==> src/rtl/kovacs_pkg.sv <==
// Shared types and constants for the kovacs protocol sequencer.
package kovacs_pkg;

  typedef enum logic [1:0] {
    StIdle,
    StPhA,
    StPhB,
    StDone
  } seq_state_e;

  // Datapath select codes driven on sel_o.
  localparam logic [1:0] SEL_IDLE = 2'd0;
  localparam logic [1:0] SEL_A    = 2'd1;
  localparam logic [1:0] SEL_B    = 2'd2;

endpackage

==> src/rtl/kovacs_phase_timer.sv <==
// Load-and-count-down phase timer. A zero load value is treated as one so every
// phase lasts at least one cycle; expire_o flags the final cycle of the phase.
module kovacs_phase_timer #(
  parameter int unsigned CntW = 32
) (
  input  logic            clk_i,
  input  logic            rst_ni,
  input  logic            load_i,
  input  logic [CntW-1:0] load_val_i,
  output logic            expire_o
);

  logic [CntW-1:0] cnt_q;

  // Counter holds the cycles remaining in the current phase, including this one.
  always_ff @(posedge clk_i or negedge rst_ni) begin
    if (!rst_ni) begin
      cnt_q <= '0;
    end else if (load_i) begin
      cnt_q <= (load_val_i == '0) ? CntW'(1) : load_val_i;
    end else if (cnt_q != '0) begin
      cnt_q <= cnt_q - CntW'(1);
    end
  end

  assign expire_o = (cnt_q == CntW'(1));

endmodule

==> src/rtl/kovacs_sequencer.sv <==
// Protocol sequencer: alternates phase A / phase B for a programmed number of
// repetitions (0 = until stopped), with registered select/indicator/status outputs.
// Optional build macro KOVACS_SEQ_EXT_TRIG_EN adds an asynchronous trig_i whose
// synchronised rising edge acts as start_i.
module kovacs_sequencer
  import kovacs_pkg::*;
#(
  parameter int unsigned CNT_W    = 32,
  parameter logic [13:0] IND_HIGH = 14'h1FFF
) (
  input  logic             clk_i,
  input  logic             rstn_i,
`ifdef KOVACS_SEQ_EXT_TRIG_EN
  input  logic             trig_i,
`endif
  input  logic             start_i,
  input  logic             stop_i,
  input  logic [CNT_W-1:0] T1_i,
  input  logic [CNT_W-1:0] T2_i,
  input  logic [15:0]      reps_i,
  output logic [1:0]       sel_o,
  output logic [13:0]      indicator_o,
  output logic             busy_o,
  output logic             done_o,
  output logic [15:0]      rep_cnt_o
);

  logic [1:0]       rst_sync_q;
  logic             rst_n;
  seq_state_e       state_q;
  logic [CNT_W-1:0] t1_q, t2_q;
  logic [15:0]      reps_q, rep_cnt_q, rep_next;
  logic [1:0]       sel_q;
  logic [13:0]      ind_q;
  logic             busy_q, done_q;
  logic             start_go, last_rep;
  logic             tmr_load, tmr_expire;
  logic [CNT_W-1:0] tmr_val;

  // Reset asserts asynchronously, releases two edges after rstn_i rises.
  always_ff @(posedge clk_i or negedge rstn_i) begin
    if (!rstn_i) rst_sync_q <= 2'b00;
    else         rst_sync_q <= {rst_sync_q[0], 1'b1};
  end
  assign rst_n = rst_sync_q[1];

`ifdef KOVACS_SEQ_EXT_TRIG_EN
  logic trig_meta_q, trig_sync_q, trig_prev_q;

  // Two-flop synchroniser plus edge detector on the external trigger.
  always_ff @(posedge clk_i or negedge rst_n) begin
    if (!rst_n) begin
      trig_meta_q <= 1'b0;
      trig_sync_q <= 1'b0;
      trig_prev_q <= 1'b0;
    end else begin
      trig_meta_q <= trig_i;
      trig_sync_q <= trig_meta_q;
      trig_prev_q <= trig_sync_q;
    end
  end
  assign start_go = (start_i | (trig_sync_q & ~trig_prev_q)) & ~stop_i;
`else
  assign start_go = start_i & ~stop_i;
`endif

  assign rep_next = rep_cnt_q + 16'd1;
  assign last_rep = (reps_q != 16'd0) && (rep_next == reps_q);

  // Timer reload at each phase entry; stop or the final repetition skips the reload.
  always_comb begin
    tmr_load = 1'b0;
    tmr_val  = t1_q;
    case (state_q)
      StIdle: begin
        tmr_load = start_go;
        tmr_val  = T1_i;
      end
      StPhA: begin
        tmr_load = tmr_expire & ~stop_i;
        tmr_val  = t2_q;
      end
      StPhB: begin
        tmr_load = tmr_expire & ~stop_i & ~last_rep;
        tmr_val  = t1_q;
      end
      default: ;
    endcase
  end

  kovacs_phase_timer #(
    .CntW(CNT_W)
  ) u_phase_timer (
    .clk_i      (clk_i),
    .rst_ni     (rst_n),
    .load_i     (tmr_load),
    .load_val_i (tmr_val),
    .expire_o   (tmr_expire)
  );

  // Sequencer FSM with registered outputs; stop has priority over phase expiry.
  always_ff @(posedge clk_i or negedge rst_n) begin
    if (!rst_n) begin
      state_q   <= StIdle;
      t1_q      <= '0;
      t2_q      <= '0;
      reps_q    <= '0;
      rep_cnt_q <= '0;
      sel_q     <= SEL_IDLE;
      ind_q     <= '0;
      busy_q    <= 1'b0;
      done_q    <= 1'b0;
    end else begin
      done_q <= 1'b0;
      case (state_q)
        StIdle: begin
          if (start_go) begin
            t1_q      <= T1_i;
            t2_q      <= T2_i;
            reps_q    <= reps_i;
            rep_cnt_q <= '0;
            state_q   <= StPhA;
            sel_q     <= SEL_A;
            ind_q     <= IND_HIGH;
            busy_q    <= 1'b1;
          end
        end
        StPhA: begin
          if (stop_i) begin
            state_q <= StIdle;
            sel_q   <= SEL_IDLE;
            ind_q   <= '0;
            busy_q  <= 1'b0;
          end else if (tmr_expire) begin
            state_q <= StPhB;
            sel_q   <= SEL_B;
          end
        end
        StPhB: begin
          if (stop_i) begin
            state_q <= StIdle;
            sel_q   <= SEL_IDLE;
            ind_q   <= '0;
            busy_q  <= 1'b0;
          end else if (tmr_expire) begin
            rep_cnt_q <= rep_next;
            if (last_rep) begin
              state_q <= StDone;
              sel_q   <= SEL_IDLE;
              ind_q   <= '0;
              busy_q  <= 1'b0;
              done_q  <= 1'b1;
            end else begin
              state_q <= StPhA;
              sel_q   <= SEL_A;
            end
          end
        end
        StDone: begin
          state_q <= StIdle;
        end
        default: state_q <= StIdle;
      endcase
    end
  end

  assign sel_o       = sel_q;
  assign indicator_o = ind_q;
  assign busy_o      = busy_q;
  assign done_o      = done_q;
  assign rep_cnt_o   = rep_cnt_q;

endmodule
==> config.mk <==
export PLATFORM = sky130hd
export DESIGN_NAME = kovacs_sequencer
export DESIGN_NICKNAME = d
export VERILOG_FILES = /design/src/rtl/kovacs_pkg.sv /design/src/rtl/kovacs_phase_timer.sv /design/src/rtl/kovacs_sequencer.sv
export SDC_FILE = /design/constraint.sdc
export NUM_CORES = 1
export LEC_CHECK = 0
export CAP_MARGIN = 20
export CORE_MARGIN = 5
export CORE_UTILIZATION = 40
export CTS_CLUSTER_SIZE = 8
export DETAILED_ROUTE_END_ITERATION = 16
export DONT_BUFFER_PORTS = 1
export GPL_ROUTABILITY_DRIVEN = 0
export SETUP_SLACK_MARGIN = 0.3
export SLEW_MARGIN = 20
export SYNTH_ARGS = -nofsm -noshare
export SYNTH_HDL_FRONTEND = slang
export SYNTH_HIERARCHICAL = 1
export SYNTH_SLANG_ARGS = --single-unit
==> constraint.sdc <==
create_clock -name clk_i -period 4.85 [get_ports clk_i]
set_input_delay 0.97 -clock clk_i [delete_from_list [all_inputs] [get_ports clk_i]]
set_output_delay 0.97 -clock clk_i [all_outputs]
set_load 0.05 [all_outputs]
==> summary.md, run 1 <==
| Metric | Value |
|---|---|
| Run status | complete, no violations |
| Die W | 148 um |
| Clock sinks | 136 |
| Hold Path Class | in2async |
| Static Leakage | 3.42 nW |
| Area growth syn-to-layout | 9.59% |
| Mean Syn Cell Area | 10.4 um2 |
| Max cap viols | 0 |
| Clk root buf | clkbuf_16 |
| Post-Syn Instances | 732 |
| Longest Clk Path Bufs | 2 |
| Worst endpoint required time | 5.15 ns |
| Critical path type | reg2reg |
| Pwr dens | 634 nW/um2 |
| Critical path, cell by cell | nand4_2, nor2_1, xor2_1, a31o_2, nand4_4, nand3_1, a31oi_2, buf_4, inv_1, a32o_1, a31o_2 |
| FMAX | 254 MHz |
| Placeable Area | 18700 um2 |
| Most Frequent Cell on Critical Path | a31o_2 |
| PortBufs | 0 |
| Final Power | 0.00527 W |
| Synth warnings | 6 |
| Setup Buffers After CTS | 0 |
| DR WL/cell | 19.8 um |
| #FFs+latches synth | 136 |
| Total wire length | 18800 um |
| Initial antenna violation count | 0 |
| Clock transition at path regs | 0.06 ns |
| CTS tree | yes |
| Setup-failing EPs final | 0 |
| Final Skew | 0.00988 ns |
| Post-Syn Area | 7590 um2 |
| Final critical-path share of the clock period | 81.1% |
| Level count of the clock H-tree | 4 |
| CTS Hold Bufs | 0 |
| Peak VDD IR | 0.305 mV |
| Fillcell total | 1716 |
| Clk_lat worst skew | 0.42 ns |
| Crit path largest cell delay | 0.86 ns |
| Setup TNS | 0 ns |
| Max transition margin | 31.7% |
| Net Count, Synth | 823 |
| DRC | 0 |
| Final hold vios | 0 |
| DR vias/cell | 5.97 |
| Total placed cells including tap cells | 921 |
| Crit path DAT | 4.24 ns |
| Post-synth EDFFs | 0 |
| Crit path time final | 3.93 ns |
| Post-route ant nets | 0 |
| Grt total ovfl | 0 |
| Met3 layer usage reported by global route | 5.18% |
| Post-synth cell types | 78 |
| RSZ-0062 raised after global routing | no |
| Async S/R FF share, synth | 100% |
| Num ports | 118 |
| GRT met1 Usage | 23.5% |
| Slowest CP cell | dfrtp_1 |
| Slew Limit Fails | 0 |
| Cts repair resizes | 0 |
| GR Util met2 | 26.5% |
| CP startpoint kind | flop |
| Die Ht | 148 um |
| Row count | 50 |
| CP endpoint kind | flop |
| GR peak layer | met2 |
| Worst-path fanout max | 32 |
| Non-filler cells, final | 953 |
| CP top delay family | compound AO/OA/AOI/OAI gates |
| Post-layout utilization of the core | 44.5% |
| WP buf/inv | 2 |
| Largest net degree at the start of global routing | 81 |
| First-pass DRT Iterations | 6 |
| Initial core utilization | 40.6% |
| DR iter-0 viols | 484 |
| Layout cell share with drive strength beyond 1 | 22.1% |
| Dpl hpwl | 13400 um |
| Vias in the first global route | 5562 |
| Least-Margin Pin Slew | 1.02 ns |
| Final nets | 797 |
| Register area share after synthesis | 44.8% |
| Number of CTS-inserted buffers | 17 |
| Dominant synthesized flop cell | dfrtp_1 |
| First-pass GRT wire length | 30300 um |
| Tot GR Track Use | 17.4% |
| Die area | 21800 um2 |
| DR vias | 5689 |
## Yosys cell counts, types with 14 or more instances
library cell | n | area share (%)
nand3_1 | 18 | 1.2
xnor2_1 | 19 | 2.2
buf_4 | 18 | 1.8
nor2_1 | 34 | 1.7
o21ai_0 | 26 | 1.7
clkbuf_1 | 31 | 1.5
dfrtp_1 | 136 | 45
mux2_2 | 81 | 12
nand2_1 | 101 | 5.0
a22oi_1 | 36 | 3.6
a21oi_1 | 14 | 0.92
nor3_1 | 14 | 0.92
nor4_1 | 16 | 1.3
## state kept, by name, indices dropped and copies added (netlist names)
register             count
sel_o                    2
u_phase_timer/cnt_q     32
rep_cnt_o               16
state_q                  2
t1_q                    32
rst_sync_q               2
indicator_o              1
done_o                   1
t2_q                    32
reps_q                  16
## cells by family after synthesis
kind of cell | share of synthesized area [%]
mux | 12.7
xor+xnor | 3.64
compound gates | 14.0
other cells | 0.0989
buf+inv | 5.09
flops | 44.8
simple gates | 18.5
fa+ha+maj | 1.15
## cell usage in the layout, fill, tap and decap left out, types with 10 or more instances in the layout
master,instances
xor2_1,10
o31ai_1,13
nand3_1,18
nor3_1,14
clkbuf_16,17
a21oi_1,14
xnor2_1,19
or3_1,10
o21ai_0,26
nor2_1,33
nor4_1,16
inv_1,13
mux2_2,81
buf_4,14
dfrtp_1,134
nand2_1,101
a22oi_1,36
## where the power goes
group | internal (W) | switching, W | total (W)
sequential | 0.00161 | 0.000492 | 0.00210
combinational | 0.000776 | 0.00101 | 0.00179
clock | 0.000864 | 0.000516 | 0.00138
total | 0.00325 | 0.00202 | 0.00527
## worst paths after layout
path	start	end	slack [ns]	cells past startpoint
hold reg to reg	rst_sync_q[1]	reps_q[5]	0.31	0
setup / recovery	rep_cnt_o[5]	u_phase_timer/cnt_q[4]	0.92	11
hold / removal	rstn_i	rst_sync_q[1]	0.24	0
min in group clk_i	rst_sync_q[0]	rst_sync_q[1]	0.36	0
setup reg to reg	rep_cnt_o[5]	u_phase_timer/cnt_q[4]	0.92	11
max in group asynchronous	rst_sync_q[1]	indicator_o[11]	3.49	1
## layer usage
| layer | wire length (um) | up-vias |
|---|---|---|
| met5 | 0 | - |
| met4 | 408 | 0 |
| met3 | 1700 | 34 |
| met2 | 8440 | 233 |
| met1 | 8300 | 2807 |
| li1 | - | 2615 |
## per-stage QoR
step                      hold WS (ns)  setup slack [ns]  instance area [um2]
after CTS                        0.220             0.948                 8320
after global placement           0.308              1.04                 7690
after floorplan                  0.331             0.780                 7590
final                            0.239             0.917                 8320
after detailed placement         0.324             0.999                 7690
after global routing             0.217             0.591                 8320
## cell type report
type	count	area, um2	share of cell area [%]
sequential	136	3410	41.0
timing repair buffer	15	133	1.59
inverter	13	48.8	0.587
tap	234	293	3.52
clock buffer	18	429	5.16
multi-input combinational	523	3810	45.8
clock inverter	13	193	2.32
antenna	1	2.50	0.0301
No activity file was read; power rests on OpenSTA's default activity.
==> run 2: changes to the inputs <==
==> constraint.sdc (replaced) <==
create_clock -name clk_i -period 4.1 [get_ports clk_i]
set_input_delay 0.82 -clock clk_i [delete_from_list [all_inputs] [get_ports clk_i]]
set_output_delay 0.82 -clock clk_i [all_outputs]
set_load 0.05 [all_outputs]
==> run 2 against run 1 <==
Sequential cell count unchanged. Sequential power up 19%. Routed wire length down 0.51%. Worst setup slack worse by 0.34 ns. Critical path depth up 1. Largest cell class unchanged.
==> summary.md, run 2 (synthesized netlist as in run 1, its figures left out) <==
| Metric | Value |
|---|---|
| Peak VDD IR | 0.343 mV (+12%) |
| Total placed cells including tap cells | 931 (+1.1%) |
| DR iter-0 viols | 417 (-14%) |
| Total wire length | 18800 um (-0.51%) |
| Leading cell types in the layout, fill and taps excluded | 133 x dfrtp_1, 101 x nand2_1, 81 x mux2_2 |
| Initial core utilization | 40.6% (unchanged) |
| Wl on met1 | 8180 um (-1.4%) |
| CP endpoint kind | flop |
| Max cap viols | 0 (unchanged) |
| Met2 WL | 8840 um (+4.6%) |
| DR WL/cell | 19.5 um (-1.6%) |
| Crit path DAT | 3.86 ns (-0.38 ns) |
| Clock sinks | 136 (unchanged) |
| Worst-path fanout max | 22 (-31%) |
| Dpl hpwl | 13400 um (+0.61%) |
| Die area | 21800 um2 (unchanged) |
| Final critical-path share of the clock period | 85.9% (+4.8 points) |
| CTS tree | yes |
| Crit path time final | 3.52 ns (-0.411 ns) |
| Number of CTS-inserted buffers | 17 (unchanged) |
| Fillcell total | 1710 (-0.35%) |
| Clock transition at path regs | 0.07 ns (about the same) |
| First-pass GRT wire length | 31700 um (+4.3%) |
| Placeable Area | 18700 um2 (unchanged) |
| CTS Hold Bufs | 0 (unchanged) |
| Critical path, cell by cell | ha_1, xnor3_1, o2111ai_1, or4_4, nor4b_4, nand4_4, nand3_1, a31oi_2, buf_4, a31oi_2, a21oi_1, a21oi_1 |
| Die W | 148 um (unchanged) |
| Layout cell share with drive strength beyond 1 | 23.7% (+1.6 points) |
| Top Registers | t1_q x32, t2_q x32, u_phase_timer/cnt_q x32 |
| Level count of the clock H-tree | 4 (unchanged) |
| CP startpoint kind | flop |
| Critical path type | reg2reg |
| Non-filler cells, final | 964 (+1.2%) |
| Final nets | 807 (+1.3%) |
| Max transition margin | 32.3% (+0.58 points) |
| Area growth syn-to-layout | 10.8% |
| Die Ht | 148 um (unchanged) |
| Worst endpoint required time | 4.44 ns (-0.71 ns) |
| Static Leakage | 3.48 nW (+1.7%) |
| Clk root buf | clkbuf_16 |
| Slowest CP cell | a31oi_2 |
| Reg2reg path depth | 12 (+1) |
| Final Skew | 0.0165 ns (+0.00663 ns) |
| FMAX | 284 MHz (+12%) |
| Row count | 50 (unchanged) |
| PortBufs | 0 (unchanged) |
| Tot GR Track Use | 17.9% (+0.52 points) |
| Clk_lat worst skew | 0.42 ns (about the same) |
| RSZ-0062 raised after global routing | no |
| Crit path largest cell delay | 0.51 ns (-0.35 ns) |
| Largest net degree at the start of global routing | 81 (unchanged) |
| Num ports | 118 (unchanged) |
| Grt total ovfl | 0 (unchanged) |
| Hold Path Class | in2async |
| Slew Limit Fails | 0 (unchanged) |
| First-pass DRT Iterations | 5 (-1) |
| Final hold vios | 0 (unchanged) |
| Vias in the first global route | 5879 (+5.7%) |
| DRC | 0 (unchanged) |
| Initial antenna violation count | 0 (unchanged) |
| DR vias/cell | 5.90 (-1.1%) |
| Max layer used | met4 |
| Commonest non-fill, non-tap cell in the layout | dfrtp_1 |
| Met3 WL post-DR | 1390 um (-18%) |
| Setup-failing EPs final | 0 (unchanged) |
| Least-Margin Pin Slew | 1.02 ns (-0.00867 ns) |
| Pwr dens | 741 nW/um2 (+17%) |
| Run status | complete, no violations |
| DR vias | 5691 (+0.035%) |
| Setup TNS | 0 ns (unchanged) |
| Post-route ant nets | 0 (unchanged) |
| Longest Clk Path Bufs | 2 (unchanged) |
-- run 2: changes by cell type in the layout (fill, tap and decap cells not counted), sizes merged --
cell,before,now
bufinv,4,3
inv,16,20
clkbuf,18,17
clkinv,4,3
buf,15,25
-- run 2: cell type report --
| cell class | instances | area (um2) | area share (%) |
|---|---|---|---|
| well taps | 234 | 293 | 3.48 |
| inverters | 13 | 48.8 | 0.580 |
| clock inverters | 15 | 210 | 2.50 |
| clock buffers | 17 | 425 | 5.06 |
| multi-input cells | 523 | 3810 | 45.3 |
| flip-flops and latches | 136 | 3410 | 40.6 |
| diodes | 1 | 2.50 | 0.0298 |
| repair buffers | 25 | 208 | 2.47 |
-- run 2: routing by layer --
metal  vias to the layer above  global-route usage (%)
met5                         -                       0
met3                        28                    4.97
li1                       2642                       -
met2                       183                    28.2
met1                      2838                    24.1
met4                         0                    5.45
-- run 2: report_power, final --
part           internal (W)  switching, W  total [W]
logic              0.000924       0.00119    0.00211
clock network      0.000986      0.000651    0.00164
registers           0.00191      0.000582    0.00249
total               0.00382       0.00242    0.00623
-- run 2: timing repair --
item                                    4_1_cts  5_1_grt
setup buffers                                 0        0
resized for setup                             0        2
endpoints found under the setup margin        0       23
-- run 2: through the flow --
| stage | hold slack (ns) | worst slack (ns) | instance area (um2) | power (W) | utilization (%) |
|---|---|---|---|---|---|
| 4_1_cts | 0.0681 | 0.394 | 8400 | 0.00627 | 44.9 |
| 6_report | 0.0905 | 0.578 | 8410 | 0.00623 | 45.0 |
| 2_1_floorplan | 0.331 | 0.664 | 7590 | 0.00417 | - |
| 5_1_grt | 0.0620 | 0.303 | 8410 | 0.00663 | 44.9 |
| 3_3_place_gp | 0.335 | 0.520 | 7770 | 0.00452 | 41.5 |
| 3_5_place_dp | 0.340 | 0.439 | 7770 | 0.00460 | 41.5 |
-- run 2: worst paths after layout --
kind                       slack (ns)                       to           from
setup / recovery                 0.58  u_phase_timer/cnt_q[30]   rep_cnt_o[1]
hold / removal                   0.09            rst_sync_q[1]         rstn_i
setup reg to reg                 0.58  u_phase_timer/cnt_q[30]   rep_cnt_o[1]
hold reg to reg                  0.32                 t2_q[31]  rst_sync_q[1]
max in group asynchronous        2.77  u_phase_timer/cnt_q[30]  rst_sync_q[1]
min in group clk_i               0.35            rst_sync_q[1]  rst_sync_q[0]
-- run 2: critical path, delay by kind of cell (launching register included) --
| kind | cells | cell delay, ns |
|---|---|---|
| AOI/OAI and AO/OA | 5 | 0.99 |
| xor gates and xnor gates | 1 | 0.39 |
| adders and majority gates | 1 | 0.28 |
| buffers and inverters | 1 | 0.23 |
| DFF | 1 | 0.44 |
| and+or+nand+nor | 4 | 1.11 |
==> run 3: changes to the inputs <==
--- a/config.mk
+++ b/config.mk
@@ -6,7 +6,7 @@
 export NUM_CORES = 1
 export LEC_CHECK = 0
 export CAP_MARGIN = 20
-export CORE_MARGIN = 5
+export CORE_MARGIN = 1.5
 export CORE_UTILIZATION = 40
 export CTS_CLUSTER_SIZE = 8
 export DETAILED_ROUTE_END_ITERATION = 16
==> run 3 against run 2 <==
Clock skew down 0.0041 ns. Combinational power about the same. Sequential cell count unchanged. Design area down 0.31%. First-iteration DRC count up 14%. Fmax down 0.74%. Sequential power about the same. Register-to-register slack worse by 0.03 ns.
==> summary.md, run 3 (synthesized netlist as in run 1, its figures left out) <==
| Metric | Value |
|---|---|
| Total wire length | 18800 um (+0.18%) |
| Run status | complete, no violations |
| Number of CTS-inserted buffers | 17 (unchanged) |
| Num ports | 118 (unchanged) |
| Die area | 19800 um2 (-9.3%) |
| DR vias/cell | 5.85 (-0.92%) |
| Clock sinks | 136 (unchanged) |
| Final critical-path share of the clock period | 86.5% (+0.64 points) |
| Setup WS post-layout | 0.552 ns (-0.0264 ns) |
| Hold Path Class | in2async |
| Reg2reg path depth | 10 (-2) |
| CTS Hold Bufs | 0 (unchanged) |
| Clock transition at path regs | 0.06 ns (about the same) |
| Final nets | 811 (+0.50%) |
| Dpl hpwl | 13200 um (-1.8%) |
| CTS tree | yes |
| Cts repair resizes | 0 (unchanged) |
| FMAX | 282 MHz (-0.74%) |
| PortBufs | 0 (unchanged) |
| DR WL/cell | 19.4 um (-0.13%) |
| Critical path type | reg2reg |
| Die W | 141 um (-4.7%) |
| DRC | 0 (unchanged) |
| Setup-failing EPs final | 0 (unchanged) |
| Initial core utilization | 40.7% (+0.14 points) |
| Max cap viols | 0 (unchanged) |
| Level count of the clock H-tree | 4 (unchanged) |
| Clk root buf | clkbuf_16 |
| Pwr dens | 732 nW/um2 (-1.2%) |
| First-pass DRT Iterations | 6 (+1) |
| Gate power share | 34.8% (+1.0 points) |
| RSZ-0062 raised after global routing | no |
| Tot GR Track Use | 19.6% (+1.7 points) |
| Setup TNS | 0 ns (unchanged) |
| Vias in the first global route | 5728 (-2.6%) |
| P_sw | 0.00238 W (-1.6%) |
| Pre-CTS setup slack | 0.425 ns (-0.0142 ns) |
| Clock Power Share | 24.6% (-1.7 points) |
| Least-Margin Pin Slew | 1.04 ns (+0.0196 ns) |
| Area growth syn-to-layout | 10.5% |
| Worst-path fanout max | 31 (+41%) |
| Layout cell share with drive strength beyond 1 | 24.0% (+0.28 points) |
| Reg-to-reg slack, setup | 0.55 ns (-0.03 ns) |
| Largest net degree at the start of global routing | 81 (unchanged) |
| Setup Buffers After CTS | 0 (unchanged) |
| Slew Limit Fails | 0 (unchanged) |
| DR iter-0 viols | 477 (+14%) |
| Die Ht | 141 um (-4.7%) |
| Commonest non-fill, non-tap cell in the layout | dfrtp_1 |
| CP startpoint kind | flop |
| Placeable Area | 18600 um2 (-0.33%) |
| Top Registers | t1_q x32, t2_q x32, u_phase_timer/cnt_q x32 |
| Grt total ovfl | 0 (unchanged) |
| Crit path time final | 3.55 ns (+0.0264 ns) |
| Leading cell types in the layout, fill and taps excluded | 134 x dfrtp_1, 101 x nand2_1, 81 x mux2_2 |
| Fillcell total | 1731 (+1.2%) |
| Max transition margin | 31.0% (-1.3 points) |
| Worst endpoint required time | 4.45 ns (about the same) |
| CP endpoint kind | flop |
| Clk_lat worst skew | 0.42 ns (about the same) |
| Final Skew | 0.0125 ns (-0.00406 ns) |
| Static Leakage | 3.48 nW (+0.23%) |
| Sequential fraction of design power | 40.5% (+0.6 points) |
| Final hold vios | 0 (unchanged) |
| Longest Clk Path Bufs | 2 (unchanged) |
| DR vias | 5656 (-0.62%) |
| First-pass GRT wire length | 30500 um (-3.6%) |
| Row count | 50 (unchanged) |
| Post-route ant nets | 0 (unchanged) |
| Pint | 0.00376 W (-1.5%) |
| Crit path DAT | 3.90 ns (+0.04 ns) |
| Initial antenna violation count | 0 (unchanged) |
| Diode count | 0 (-1) |
| Peak VDD IR | 0.321 mV (-6.4%) |
| Sw frac | 38.8% (about the same) |
==> run 3: changes by cell type in the layout (fill, tap and decap cells not counted), sizes merged <==
cell	previous run	this run
clkinv	3	8
diode	1	0
buf	25	29
clkbuf	17	20
inv	20	14
bufinv	3	2
clkinvlp	2	1
==> run 3: worst paths after layout <==
kind,start,end
max,rep_cnt_o[6],u_phase_timer/cnt_q[28]
min,rstn_i,rst_sync_q[1]
max reg2reg,rep_cnt_o[6],u_phase_timer/cnt_q[28]
min reg2reg,rst_sync_q[0],rst_sync_q[1]
max in group asynchronous,rst_sync_q[1],indicator_o[11]
min in group clk_i,rst_sync_q[0],rst_sync_q[1]
==> run 3: power by group through the flow <==
stage	clock, W	sequential (W)	combinational (W)
6_report	0.00151	0.00249	0.00214
5_1_grt	0.00160	0.00257	0.00235
4_1_cts	0.00154	0.00248	0.00215
3_5_place_dp	0	0.00250	0.00214
3_3_place_gp	0	0.00248	0.00208
2_1_floorplan	0	0.00232	0.00185
==> run 3: cell type report <==
class | instances | area (um2) | share of cell area (%)
multi-input combinational | 523 | 3810 | 45.5
sequential | 136 | 3410 | 40.7
clock buffer | 20 | 457 | 5.45
tap | 234 | 293 | 3.49
timing repair buffer | 29 | 238 | 2.84
clock inverter | 12 | 124 | 1.48
inverter | 13 | 48.8 | 0.582
==> run 3: layer usage <==
| metal | global-route usage [%] | vias up | wire length (um) |
|---|---|---|---|
| met3 | 6.15 | 20 | 1360 |
| met4 | 6.14 | 0 | 293 |
| li1 | - | 2645 | - |
| met1 | 24.9 | 2801 | 8030 |
| met5 | 0 | - | 0 |
| met2 | 31.8 | 190 | 9110 |
==> run 3: worst max-delay path, stage by stage (launching register included) <==
cell and delay, ns:
dfrtp_1 0.79, nand4_2 0.31, nor4_2 0.43, xnor2_1 0.17, nor4b_4 0.32, nand4_4 0.17
nand3_1 0.13, a31oi_2 0.11, buf_4 0.24, a31oi_2 0.54, a221o_1 0.24
==> run 3: per-stage QoR <==
stage          power (W)  utilization, %  area (um2)  hold WS, ns  instances
2_1_floorplan    0.00417               -        7590        0.331        732
3_3_place_gp     0.00456            41.8        7800        0.339        935
3_5_place_dp     0.00464            41.8        7800        0.336        935
4_1_cts          0.00617            44.9        8380       0.0720        967
5_1_grt          0.00652            45.0        8380       0.0631        967
6_report         0.00614            45.0        8380       0.0885        967
